## src/rtl/alu_core_if.sv

```systemverilog
// Request/response bundle between an ALU client (master) and alu_core (slave).
interface alu_core_if #(
  parameter int unsigned WIDTH = 8
) ();
  logic             start;
  logic [3:0]       op;
  logic [WIDTH-1:0] a;
  logic [WIDTH-1:0] b;
  logic             carry_in;
  logic             dec_mode;
  logic             busy;
  logic             done;
  logic [WIDTH-1:0] result;
  logic [3:0]       flags;
  logic             err;

  modport master (
    output start, op, a, b, carry_in, dec_mode,
    input  busy, done, result, flags, err
  );

  modport slave (
    input  start, op, a, b, carry_in, dec_mode,
    output busy, done, result, flags, err
  );
endinterface

```

## src/rtl/alu_core.sv

```systemverilog
// Multi-cycle ALU: binary/BCD add-sub, logic, shift/rotate, inc/dec, compare.
// Flags are {N,V,Z,C}; result/flags commit on the single-cycle done pulse.
module alu_core #(
  parameter int unsigned WIDTH = 8
) (
  input  logic       phi1,
  input  logic       reset_n,
  alu_core_if.slave  bus
);
  localparam int unsigned MSB     = WIDTH - 1;
  localparam int unsigned NIBBLES = WIDTH / 4;

  typedef enum logic [1:0] {S_IDLE, S_EXEC, S_BCD, S_DONE} state_t;
  typedef enum logic [3:0] {
    OP_ADD = 4'd0, OP_SUB = 4'd1, OP_AND = 4'd2, OP_OR  = 4'd3,
    OP_XOR = 4'd4, OP_ASL = 4'd5, OP_LSR = 4'd6, OP_ROL = 4'd7,
    OP_ROR = 4'd8, OP_INC = 4'd9, OP_DEC = 4'd10, OP_CMP = 4'd11
  } op_t;

  state_t           state_q, state_d;
  logic [3:0]       op_q, op_d;
  logic [WIDTH-1:0] a_q, a_d, b_q, b_d;
  logic             cin_q, cin_d, dec_q, dec_d;
  logic [WIDTH-1:0] stg_res_q, stg_res_d;
  logic [3:0]       stg_flags_q, stg_flags_d;
  logic             stg_wres_q, stg_wres_d, stg_err_q, stg_err_d;
  logic [WIDTH-1:0] result_q, result_d;
  logic [3:0]       flags_q, flags_d;
  logic             busy_q, busy_d, done_q, done_d, err_q, err_d;

  logic [WIDTH:0]   sum_add, sum_sub;
  logic             v_add, v_sub;
  logic [WIDTH-1:0] alu_res;
  logic             alu_c, alu_v, alu_wres, alu_err;
  logic [WIDTH-1:0] bcd_res;
  logic             bcd_c;
  logic [4:0]       nib_s;
  logic             nib_c;

  assign sum_add = {1'b0, a_q} + {1'b0, b_q}  + {{WIDTH{1'b0}}, cin_q};
  assign sum_sub = {1'b0, a_q} + {1'b0, ~b_q} + {{WIDTH{1'b0}}, cin_q};
  assign v_add   = (a_q[MSB] == b_q[MSB])  && (sum_add[MSB] != a_q[MSB]);
  assign v_sub   = (a_q[MSB] == ~b_q[MSB]) && (sum_sub[MSB] != a_q[MSB]);

  always_comb begin
    alu_res  = '0;
    alu_c    = flags_q[0];
    alu_v    = flags_q[2];
    alu_wres = 1'b1;
    alu_err  = 1'b0;
    case (op_q)
      OP_ADD: begin alu_res = sum_add[MSB:0]; alu_c = sum_add[WIDTH]; alu_v = v_add; end
      OP_SUB: begin alu_res = sum_sub[MSB:0]; alu_c = sum_sub[WIDTH]; alu_v = v_sub; end
      OP_CMP: begin alu_res = sum_sub[MSB:0]; alu_c = sum_sub[WIDTH]; alu_wres = 1'b0; end
      OP_AND: alu_res = a_q & b_q;
      OP_OR:  alu_res = a_q | b_q;
      OP_XOR: alu_res = a_q ^ b_q;
      OP_ASL: begin alu_res = {a_q[MSB-1:0], 1'b0};  alu_c = a_q[MSB]; end
      OP_LSR: begin alu_res = {1'b0, a_q[MSB:1]};    alu_c = a_q[0];   end
      OP_ROL: begin alu_res = {a_q[MSB-1:0], cin_q}; alu_c = a_q[MSB]; end
      OP_ROR: begin alu_res = {cin_q, a_q[MSB:1]};   alu_c = a_q[0];   end
      OP_INC: alu_res = a_q + WIDTH'(1);
      OP_DEC: alu_res = a_q - WIDTH'(1);
      default: begin alu_wres = 1'b0; alu_err = 1'b1; end
    endcase
  end

  // Decimal adjust recomputed nibble by nibble from the latched operands so the
  // adjusted carry (ADD) or no-borrow (SUB) ripples into the next nibble.
  always_comb begin
    bcd_res = '0;
    nib_s   = '0;
    nib_c   = cin_q;
    for (int unsigned i = 0; i < NIBBLES; i++) begin
      if (op_q == OP_SUB) begin
        nib_s = {1'b0, a_q[4*i +: 4]} - {1'b0, b_q[4*i +: 4]} - {4'b0, ~nib_c};
        if (nib_s[4]) begin
          nib_s = nib_s - 5'd6;
          nib_c = 1'b0;
        end else begin
          nib_c = 1'b1;
        end
      end else begin
        nib_s = {1'b0, a_q[4*i +: 4]} + {1'b0, b_q[4*i +: 4]} + {4'b0, nib_c};
        if (nib_s > 5'd9) begin
          nib_s = nib_s + 5'd6;
          nib_c = 1'b1;
        end else begin
          nib_c = 1'b0;
        end
      end
      bcd_res[4*i +: 4] = nib_s[3:0];
    end
    bcd_c = nib_c;
  end

  always_comb begin
    state_d     = state_q;
    op_d        = op_q;
    a_d         = a_q;
    b_d         = b_q;
    cin_d       = cin_q;
    dec_d       = dec_q;
    stg_res_d   = stg_res_q;
    stg_flags_d = stg_flags_q;
    stg_wres_d  = stg_wres_q;
    stg_err_d   = stg_err_q;
    result_d    = result_q;
    flags_d     = flags_q;
    busy_d      = 1'b0;
    done_d      = 1'b0;
    err_d       = 1'b0;
    case (state_q)
      S_IDLE: begin
        if (bus.start) begin
          op_d    = bus.op;
          a_d     = bus.a;
          b_d     = bus.b;
          cin_d   = bus.carry_in;
          dec_d   = bus.dec_mode;
          busy_d  = 1'b1;
          state_d = S_EXEC;
        end
      end
      S_EXEC: begin
        stg_res_d   = alu_res;
        stg_flags_d = {alu_res[MSB], alu_v, alu_res == '0, alu_c};
        stg_wres_d  = alu_wres;
        stg_err_d   = alu_err;
        if (dec_q && (op_q == OP_ADD || op_q == OP_SUB)) begin
          busy_d  = 1'b1;
          state_d = S_BCD;
        end else begin
          state_d = S_DONE;
        end
      end
      S_BCD: begin
        // V keeps the binary (pre-adjust) value staged in EXEC.
        stg_res_d   = bcd_res;
        stg_flags_d = {bcd_res[MSB], stg_flags_q[2], bcd_res == '0, bcd_c};
        state_d     = S_DONE;
      end
      default: begin
        if (!stg_err_q) begin
          flags_d = stg_flags_q;
          if (stg_wres_q) result_d = stg_res_q;
        end
        done_d  = 1'b1;
        err_d   = stg_err_q;
        state_d = S_IDLE;
      end
    endcase
  end

  always_ff @(posedge phi1) begin
    if (!reset_n) begin
      state_q     <= S_IDLE;
      op_q        <= '0;
      a_q         <= '0;
      b_q         <= '0;
      cin_q       <= 1'b0;
      dec_q       <= 1'b0;
      stg_res_q   <= '0;
      stg_flags_q <= '0;
      stg_wres_q  <= 1'b0;
      stg_err_q   <= 1'b0;
      result_q    <= '0;
      flags_q     <= '0;
      busy_q      <= 1'b0;
      done_q      <= 1'b0;
      err_q       <= 1'b0;
    end else begin
      state_q     <= state_d;
      op_q        <= op_d;
      a_q         <= a_d;
      b_q         <= b_d;
      cin_q       <= cin_d;
      dec_q       <= dec_d;
      stg_res_q   <= stg_res_d;
      stg_flags_q <= stg_flags_d;
      stg_wres_q  <= stg_wres_d;
      stg_err_q   <= stg_err_d;
      result_q    <= result_d;
      flags_q     <= flags_d;
      busy_q      <= busy_d;
      done_q      <= done_d;
      err_q       <= err_d;
    end
  end

  assign bus.busy   = busy_q;
  assign bus.done   = done_q;
  assign bus.result = result_q;
  assign bus.flags  = flags_q;
  assign bus.err    = err_q;
endmodule

```

## src/flat_wrapper.sv

```systemverilog
// flat-port wrapper written by rule: the top's interface ports become plain ports
module alu_core_flat 
#(
  parameter int unsigned WIDTH = 8
)
  (phi1, reset_n, bus_start, bus_op, bus_a, bus_b, bus_carry_in, bus_dec_mode, bus_busy, bus_done, bus_result, bus_flags, bus_err);
  alu_core_if #(.WIDTH(WIDTH)) bus_i ();
  input  logic phi1;
  input  logic reset_n;
  input wire logic [$bits(bus_i.start)-1:0] bus_start;
  input wire logic [$bits(bus_i.op)-1:0] bus_op;
  input wire logic [$bits(bus_i.a)-1:0] bus_a;
  input wire logic [$bits(bus_i.b)-1:0] bus_b;
  input wire logic [$bits(bus_i.carry_in)-1:0] bus_carry_in;
  input wire logic [$bits(bus_i.dec_mode)-1:0] bus_dec_mode;
  output wire logic [$bits(bus_i.busy)-1:0] bus_busy;
  output wire logic [$bits(bus_i.done)-1:0] bus_done;
  output wire logic [$bits(bus_i.result)-1:0] bus_result;
  output wire logic [$bits(bus_i.flags)-1:0] bus_flags;
  output wire logic [$bits(bus_i.err)-1:0] bus_err;
  assign bus_i.start = bus_start;
  assign bus_i.op = bus_op;
  assign bus_i.a = bus_a;
  assign bus_i.b = bus_b;
  assign bus_i.carry_in = bus_carry_in;
  assign bus_i.dec_mode = bus_dec_mode;
  assign bus_busy = bus_i.busy;
  assign bus_done = bus_i.done;
  assign bus_result = bus_i.result;
  assign bus_flags = bus_i.flags;
  assign bus_err = bus_i.err;
  alu_core #(.WIDTH(WIDTH)) u_core (.phi1(phi1), .reset_n(reset_n), .bus(bus_i));
endmodule
```

## config.mk

```make
export PLATFORM = sky130hd
export DESIGN_NAME = alu_core_flat
export DESIGN_NICKNAME = d
export VERILOG_FILES = /design/src/rtl/alu_core_if.sv /design/src/rtl/alu_core.sv /design/src/flat_wrapper.sv
export SDC_FILE = /design/constraint.sdc
export NUM_CORES = 1
export LEC_CHECK = 0
export ABC_AREA = 1
export CAP_MARGIN = 20
export CORE_MARGIN = 2
export CORE_UTILIZATION = 60
export CTS_CLUSTER_DIAMETER = 120
export CTS_CLUSTER_SIZE = 12
export DETAILED_ROUTE_END_ITERATION = 16
export GPL_TIMING_DRIVEN = 0
export PLACE_DENSITY = 0.89
export SYNTH_ARGS = -nofsm -noshare
export SYNTH_HDL_FRONTEND = slang
export SYNTH_SLANG_ARGS = --single-unit
```

## constraint.sdc

```tcl
create_clock -name phi1 -period 6 [get_ports phi1]
set_input_delay 1.8 -clock phi1 [delete_from_list [all_inputs] [get_ports phi1]]
set_output_delay 1.8 -clock phi1 [all_outputs]
set_load 0.01 [all_outputs]
```

**After elaboration in Yosys (flattened, before gate mapping)**

Cells that the tools add are included.

- Register bits: 53
- Input bits: 25
- Output and inout port bits: 15
- Word-level logic and storage cells: 111

- Add/sub/neg operators: 18
- Order comparisons: 2
- Eq/ne operators: 18
- Mux-type cells: 26
- Bitwise operators: 11
- Reduce and logical (&&, ||, !) cells: 20

Operators by type and width:

| kind | count |
|---|---|
| 8-bit one-hot mux with 11 select lines | 1 |
| 4-bit 2-to-1 mux | 6 |
| 8-bit by 8-bit adder with 9-bit output | 2 |
| 9-bit by 1-bit adder with 9-bit output | 2 |
| 4-bit by 3-bit == test with 1-bit output (second input constant) | 4 |
| 4-bit == test (second input constant) | 4 |
| 8-bit logical NOT | 2 |
| 8-bit one-hot mux with 2 select lines | 1 |
| 1-bit 2-to-1 mux | 12 |
| 12-bit OR reduction | 1 |
| 11-bit OR reduction | 1 |
| 4-bit by 4-bit adder with 5-bit output | 2 |
| 5-bit by 1-bit adder with 5-bit output | 2 |
| 5-bit by 4-bit > comparator with 1-bit output (second input constant) | 2 |
| 4-bit by 4-bit subtractor with 5-bit output | 2 |
| 5-bit by 1-bit subtractor with 5-bit output | 2 |
| 4-bit by 3-bit adder with 4-bit output (second input constant) | 2 |
| 8-bit by 1-bit adder with 8-bit output (second input constant) | 1 |
| 8-bit bitwise AND | 1 |
| 4-bit by 2-bit == test with 1-bit output (second input constant) | 2 |
| 8-bit inverter | 1 |
| 8-bit bitwise OR | 1 |
| 4-bit one-hot mux with 2 select lines | 1 |
| 4-bit by 3-bit subtractor with 4-bit output (second input constant) | 2 |
| 23 further kinds | 38 |

**Longest topological paths before layout**

- Depth in word-level cells: 12
- Depth in mapped cells: 40
- Mapped depth without buffers: 40

**Least setup slack after synthesis**

OpenSTA, ideal clock, no wires.

- Path type: flip-flop to flip-flop
- Start: register u_core.a_q[0]
- End: register u_core.stg_flags_q[1]
- Arrival: 4752 ps
- Path slack: 1140 ps
- Cell stages (with the launch flop): 35
- Path buffers: 0
- Cells stage by stage: dfxtp_1 -> inv_1 -> fa_1 -> ha_1 -> inv_1 -> nand2_1 -> inv_1 -> fa_1 -> nand2_1 -> nand2_1 -> nand2_1 -> nand2_1 -> nand2_1 -> inv_1 -> nand2_1 -> o21ai_0 -> fa_1 -> inv_1 -> ha_1 -> or2_2 -> fa_1 -> xnor2_1 -> ha_1 -> inv_1 -> nand3_1 -> nand2_1 -> nand3_1 -> nand2_1 -> inv_1 -> nand2_1 -> nor2_1 -> nand3_1 -> nand3_1 -> nand2_1 -> inv_1

- Cells in the longest elaborated chain, start to end: 12
- Elaborated cells between the ends (all ways): 35
- Classes of those cells: add/sub (16); order compare (2); mux (11); bitwise (4); reduce/logical (2)

Ends and longest elaborated chain:

| item | RTL line | source |
|---|---|---|
| start, declared | alu_core.sv:22 | `logic [WIDTH-1:0] a_q, a_d, b_q, b_d;` |
| start signal, assigned | alu_core.sv:159 | `a_q <= '0;` |
| start signal, assigned | alu_core.sv:175 | `a_q <= a_d;` |
| 4-bit by 4-bit adder with 5-bit output | alu_core.sv:84 | `nib_s = {1'b0, a_q[4*i +: 4]} + {1'b0, b_q[4*i +: 4]} + {4'b0, nib_c};` |
| 5-bit by 1-bit adder with 5-bit output | alu_core.sv:84 |  |
| 5-bit by 4-bit > comparator with 1-bit output | alu_core.sv:85 | `if (nib_s > 5'd9) begin` |
| 1-bit 2-to-1 mux | alu_core.sv:85 |  |
| 1-bit 2-to-1 mux | alu_core.sv:75 | `if (op_q == OP_SUB) begin` |
| 1-bit inverter | alu_core.sv:76 | `nib_s = {1'b0, a_q[4*i +: 4]} - {1'b0, b_q[4*i +: 4]} - {4'b0, ~nib_c};` |
| 5-bit by 1-bit subtractor with 5-bit output | alu_core.sv:76 |  |
| 4-bit by 3-bit subtractor with 4-bit output | alu_core.sv:78 | `nib_s = nib_s - 5'd6;` |
| 4-bit 2-to-1 mux | alu_core.sv:77 | `if (nib_s[4]) begin` |
| 4-bit 2-to-1 mux | alu_core.sv:75 |  |
| 8-bit logical NOT | alu_core.sv:140 | `stg_flags_d = {bcd_res[MSB], stg_flags_q[2], bcd_res == '0, bcd_c};` |
| 4-bit one-hot mux with 2 select lines (*) | alu_core.sv:113 | `case (state_q)` |
| end signal, assigned | alu_core.sv:180 | `stg_flags_q <= stg_flags_d;` |
| end, declared | alu_core.sv:25 | `logic [3:0] stg_flags_q, stg_flags_d;` |

Every way passes the cells marked *; elsewhere a longest branch is shown, timed or not. The select of a mux whose other input is x is not followed.
A chain may end at the register's enable or synchronous reset.

**Worst setup path in the final report**

Ends and elaborated chain as after synthesis.

==> out/metrics.sh <==
STATUS='finished, final reports clean'
CTS.REPORTEDPATHS.CLKPINSLEW_NS=0.11
TOTALNEGATIVESETUPSLACK_NS=0
SETUP_VIOLS_FINAL=0
WORST_SETUP_PATH_CLASS='reg -> reg'
SYN_NETS=866
GRT_ANTENNA_BEFORE_REPAIR=0
SEQ_POWER_SHARE_PCT=17.9
YS_TYPES=35
CTS_NUM_SINKS=52
FINAL_MIN_PERIOD_OVER_CLOCK_PERIOD_PCT=91.9
YOSYSWARNINGCOUNT=0
TRITONCTS.NUM_BUFFERS=5
DETAIL_ROUTE.FIRST_PASS.ITERATIONS=5
CLOCK_LATENCY_NS=0.32
INITIAL_UTILIZATION_PCT=62.5
NNETSFINAL=912
ASYNC_FLOP_SHARE_PCT=0
IO_PINS=40
MIN_FROM='u_core.bus.result[1]'
N_FILL_CELL=706
TIMING.FINAL.HOLD_VIOLATIONS=0
WORST_SETUP_PATH_START_KIND='flop'
CELL_ACCOUNTING_FOR_THE_MOST_SYNTHESIZED_AREA='sky130_fd_sc_hd__dfxtp_1'
DIE_W_MICRONS=94.0
WORST_SETUP_PATH_STARTPOINT='u_core.a_q[0]'
DP.CELLS=921
CRIT_FAMILY='adder cells'
GRT_UTIL_OVERALL_PCT=34.1
CORE_AREA_SQ_UM=7770
FF2FF_SETUP_SLACK_NS=0.48
NUM_ANTENNA_CELLS=0
STDCELL_AREA_SQ_UM=5480
HOLDWS_NS=0.472
DIE-HEIGHT_MICRONS=94.0
CTSRESIZECOUNT=0
DRT_ITER0_MARKERS=422
YOSYSMOSTFREQUENTCELL='sky130_fd_sc_hd__nand2_1'
ROWS=32
WORSTMARGINPINSLEW_NS=0.698
CLOCK_SHARE_OF_POWER_PCT=7.5
WORSTPATHBUFFERINVERTERCOUNT=8
NETSWITCHINGFRACTION_PCT=56.3
ROUTE.DETAILED.DRC=0
RELSLEWSLACK_PCT=53.3
POWER.SHARE.COMBINATIONAL_PCT=74.6
YOSYSSEQAREASHARE_PCT=21.4
INTERNAL_POWER_uW=1260
MAX-CLOCK-PATH-BUFFERS=2
REG2REG_TO='u_core.stg_flags_q[1]'
POST_DRT_VIA_CELL_RATIO=5.70
GLOBALPLACE.CONGESTION=0.956
CPMOSTUSEDCELL='sky130_fd_sc_hd__nand2_1'
CTS_HOLD_BUF=0
TIMING.CRITICAL_PATH.TO_TYPE='flop'
WORST_CLOCK_SKEW_NS=0.0105
GRT_FIRST_PASS_WIRELENGTH_MM=23.6
FIRST_GLOBAL_VIAS=4907
CTS_SETUP_BUFFERS=0
ROUTE.DETAILED.WL_PER_INST_MICRONS=15.4
WORST_HOLD_PATH.NUM_CELLS=2
WORST_EP_ARRIVAL_TIME_NS=5.73
MAXCAPVIOLATIONS=0
NUM_VIAS=5298
NUMPORTBUFFERS=39
LAYOUT-AREA-OVERHEAD-VS-SYNTH_PCT=12.8
NUMBER_OF_LEVELS_IN_THE_CLOCK_H_TREE=2
CTS_TREE='yes'
CRITICAL_PATH_PEAK_FANOUT=6
POST_SYNTHESIS_INSTANCE_AREA_SQ_UM=4860
CLK_ROOT_BUFFER_CELL='sky130_fd_sc_hd__clkbuf_8'
HOLD_CLASS='reg -> reg'
FINALWIRELENGTH_MM=14.3
DP.FINAL_HPWL_MM=11.7
SYNTHDOMINANTCELLAREASHARE_PCT=21.4
WORSTREGTOREGCELLS=35
FINALCRITICALPERIOD_NS=5.52
DRIVE_GT1_SHARE_PCT=4.72
POST_PLACE_INSTANCE_AREA_SQ_UM=5370
REG2REG_FROM='u_core.a_q[0]'
POWERDENSITY_nW_PER_UM2=524
YOSYS_REGISTER_BITS=52
FIN_CELLS=929
POSTSYNTH.TOPFLOPCELL='sky130_fd_sc_hd__dfxtp_1'
WHS_ENDPOINT='u_core.bus.result[1]'
GRT_START_MAX_NET_PINS=18
NUMBER_OF_ENABLE_FLIP_FLOP_CELLS_AFTER_SYNTHESIS=0
NETLIST_TOP_CELLS_COUNT='222 x sky130_fd_sc_hd__nand2_1, 105 x sky130_fd_sc_hd__inv_1, 92 x sky130_fd_sc_hd__nand3_1'
POSTSYNTHAREAPERCELL_SQ_UM=6.23
CP_SLOWEST_CELL='sky130_fd_sc_hd__fa_1'
NET-SWITCHING-POWER_uW=1610
VDD.IR_DROP.WORST_V=0.000240
GLOBAL_ROUTE.OVERFLOW_TOTAL=0
TIMING.FMAX_MHz=181
LEAKAGE_POWER_uW=0.00269
FINAL-MAX-SLEW-VIOLATION-COUNT=0
SYNTH_AREA_LEADERS='sky130_fd_sc_hd__dfxtp_1 21%, sky130_fd_sc_hd__nand2_1 17%, sky130_fd_sc_hd__ha_1 13%'
CP.REQUIRED_NS=6.22
DETAIL-ROUTE-ANTENNA-NETS=0
DESIGN.DIE.AREA_SQ_UM=8830
MAX_STAGE_DELAY_NS=0.58
NUMBER_OF_INSTANCES_IN_THE_SYNTHESIZED_NETLIST=780
registers in the layout, indices dropped and copies added, names as in the netlist:
register	count
u_core.cin_q	1
u_core.bus.done	1
u_core.bus.flags	4
u_core.bus.err	1
u_core.dec_q	1
u_core.stg_wres_q	1
u_core.stg_err_q	1
u_core.op_q	4
u_core.b_q	8
u_core.a_q	8
u_core.stg_flags_q	4
u_core.bus.result	8
u_core.bus.busy	1
u_core.state_q	2
u_core.stg_res_q	7
layout make-up:
type                       count  area (sq um)  share of cell area, %
sequential                    52          1040                   19.0
timing repair buffer          39           390                   7.13
tap                          102           128                   2.33
multi-input combinational    592          3280                   60.0
inverter                     113           424                   7.75
clock inverter                 3          22.5                  0.411
clock buffer                   5          68.8                   1.26
buffer                        23           116                   2.12
worst reg2reg max path: cells and delay by family, from the launching register on:
family,cells,cell delay [ns]
compound gates,1,0.18
fa+ha+maj,6,2.30
buf+inv,8,0.63
flops,1,0.37
simple gates,20,1.93
cell usage in the layout (no fill, tap or decap), types with 5 or more instances in the layout:
master | Yosys | routed
sky130_fd_sc_hd__buf_2 | 6 | 6
sky130_fd_sc_hd__nor2_1 | 60 | 60
sky130_fd_sc_hd__clkbuf_1 | 12 | 12
sky130_fd_sc_hd__o21ai_0 | 40 | 40
sky130_fd_sc_hd__inv_1 | 105 | 104
sky130_fd_sc_hd__fa_1 | 10 | 9
sky130_fd_sc_hd__inv_2 | 5 | 6
sky130_fd_sc_hd__dfxtp_1 | 52 | 51
sky130_fd_sc_hd__clkdlybuf4s50_1 | 0 | 39
sky130_fd_sc_hd__a21oi_1 | 58 | 58
sky130_fd_sc_hd__ha_1 | 51 | 51
sky130_fd_sc_hd__o211ai_1 | 8 | 8
sky130_fd_sc_hd__nand4_1 | 17 | 17
sky130_fd_sc_hd__clkbuf_8 | 0 | 5
sky130_fd_sc_hd__nand2_1 | 222 | 222
sky130_fd_sc_hd__nand3_1 | 92 | 92
worst max path at each step:
stage | endpoint | cells past startpoint
2_1_floorplan | u_core.stg_flags_q[1] | 34
3_3_place_gp | u_core.stg_flags_q[1] | 35
3_5_place_dp | u_core.stg_flags_q[1] | 35
4_1_cts | u_core.stg_flags_q[1] | 35
5_1_grt | u_core.stg_flags_q[1] | 35
6_report | u_core.stg_flags_q[1] | 35
layer usage:
layer	global-route usage, %	routed length, microns	vias up
met5	0	0	-
met4	10.0	297	0
met3	4.09	1270	24
met2	56.6	6510	251
met1	46.6	6220	2421
li1	-	-	2602
stage by stage:
| stage | util [%] | worst slack, ns | power (uW) |
|---|---|---|---|
| floorplan | - | 1.14 | 2060 |
| global placement | 69.2 | 0.488 | 2510 |
| detailed placement | 69.2 | 0.337 | 2590 |
| CTS | 70.4 | 0.294 | 2810 |
| global route | 70.5 | -0.00215 | 3160 |
| finish | 70.5 | 0.484 | 2870 |
power by group through the flow:
stage | Combinational (uW) | Sequential (uW) | Clock [uW]
floorplan | 1570 | 495 | 0
global placement | 2000 | 511 | 0
detailed placement | 2070 | 518 | 0
CTS | 2090 | 510 | 215
global route | 2410 | 526 | 227
finish | 2140 | 514 | 214
cell families after synthesis:
| family | count (synthesis) | synth area share [%] |
|---|---|---|
| buffers and inverters | 136 | 11.1 |
| flip-flops | 52 | 21.4 |
| AND/OR/NAND/NOR | 406 | 35.6 |
| adder cells (fa/ha/maj) | 61 | 17.3 |
| AO/OA/AOI/OAI | 120 | 13.7 |
| XOR/XNOR | 5 | 0.902 |
No activity file was read; power rests on OpenSTA's default activity.
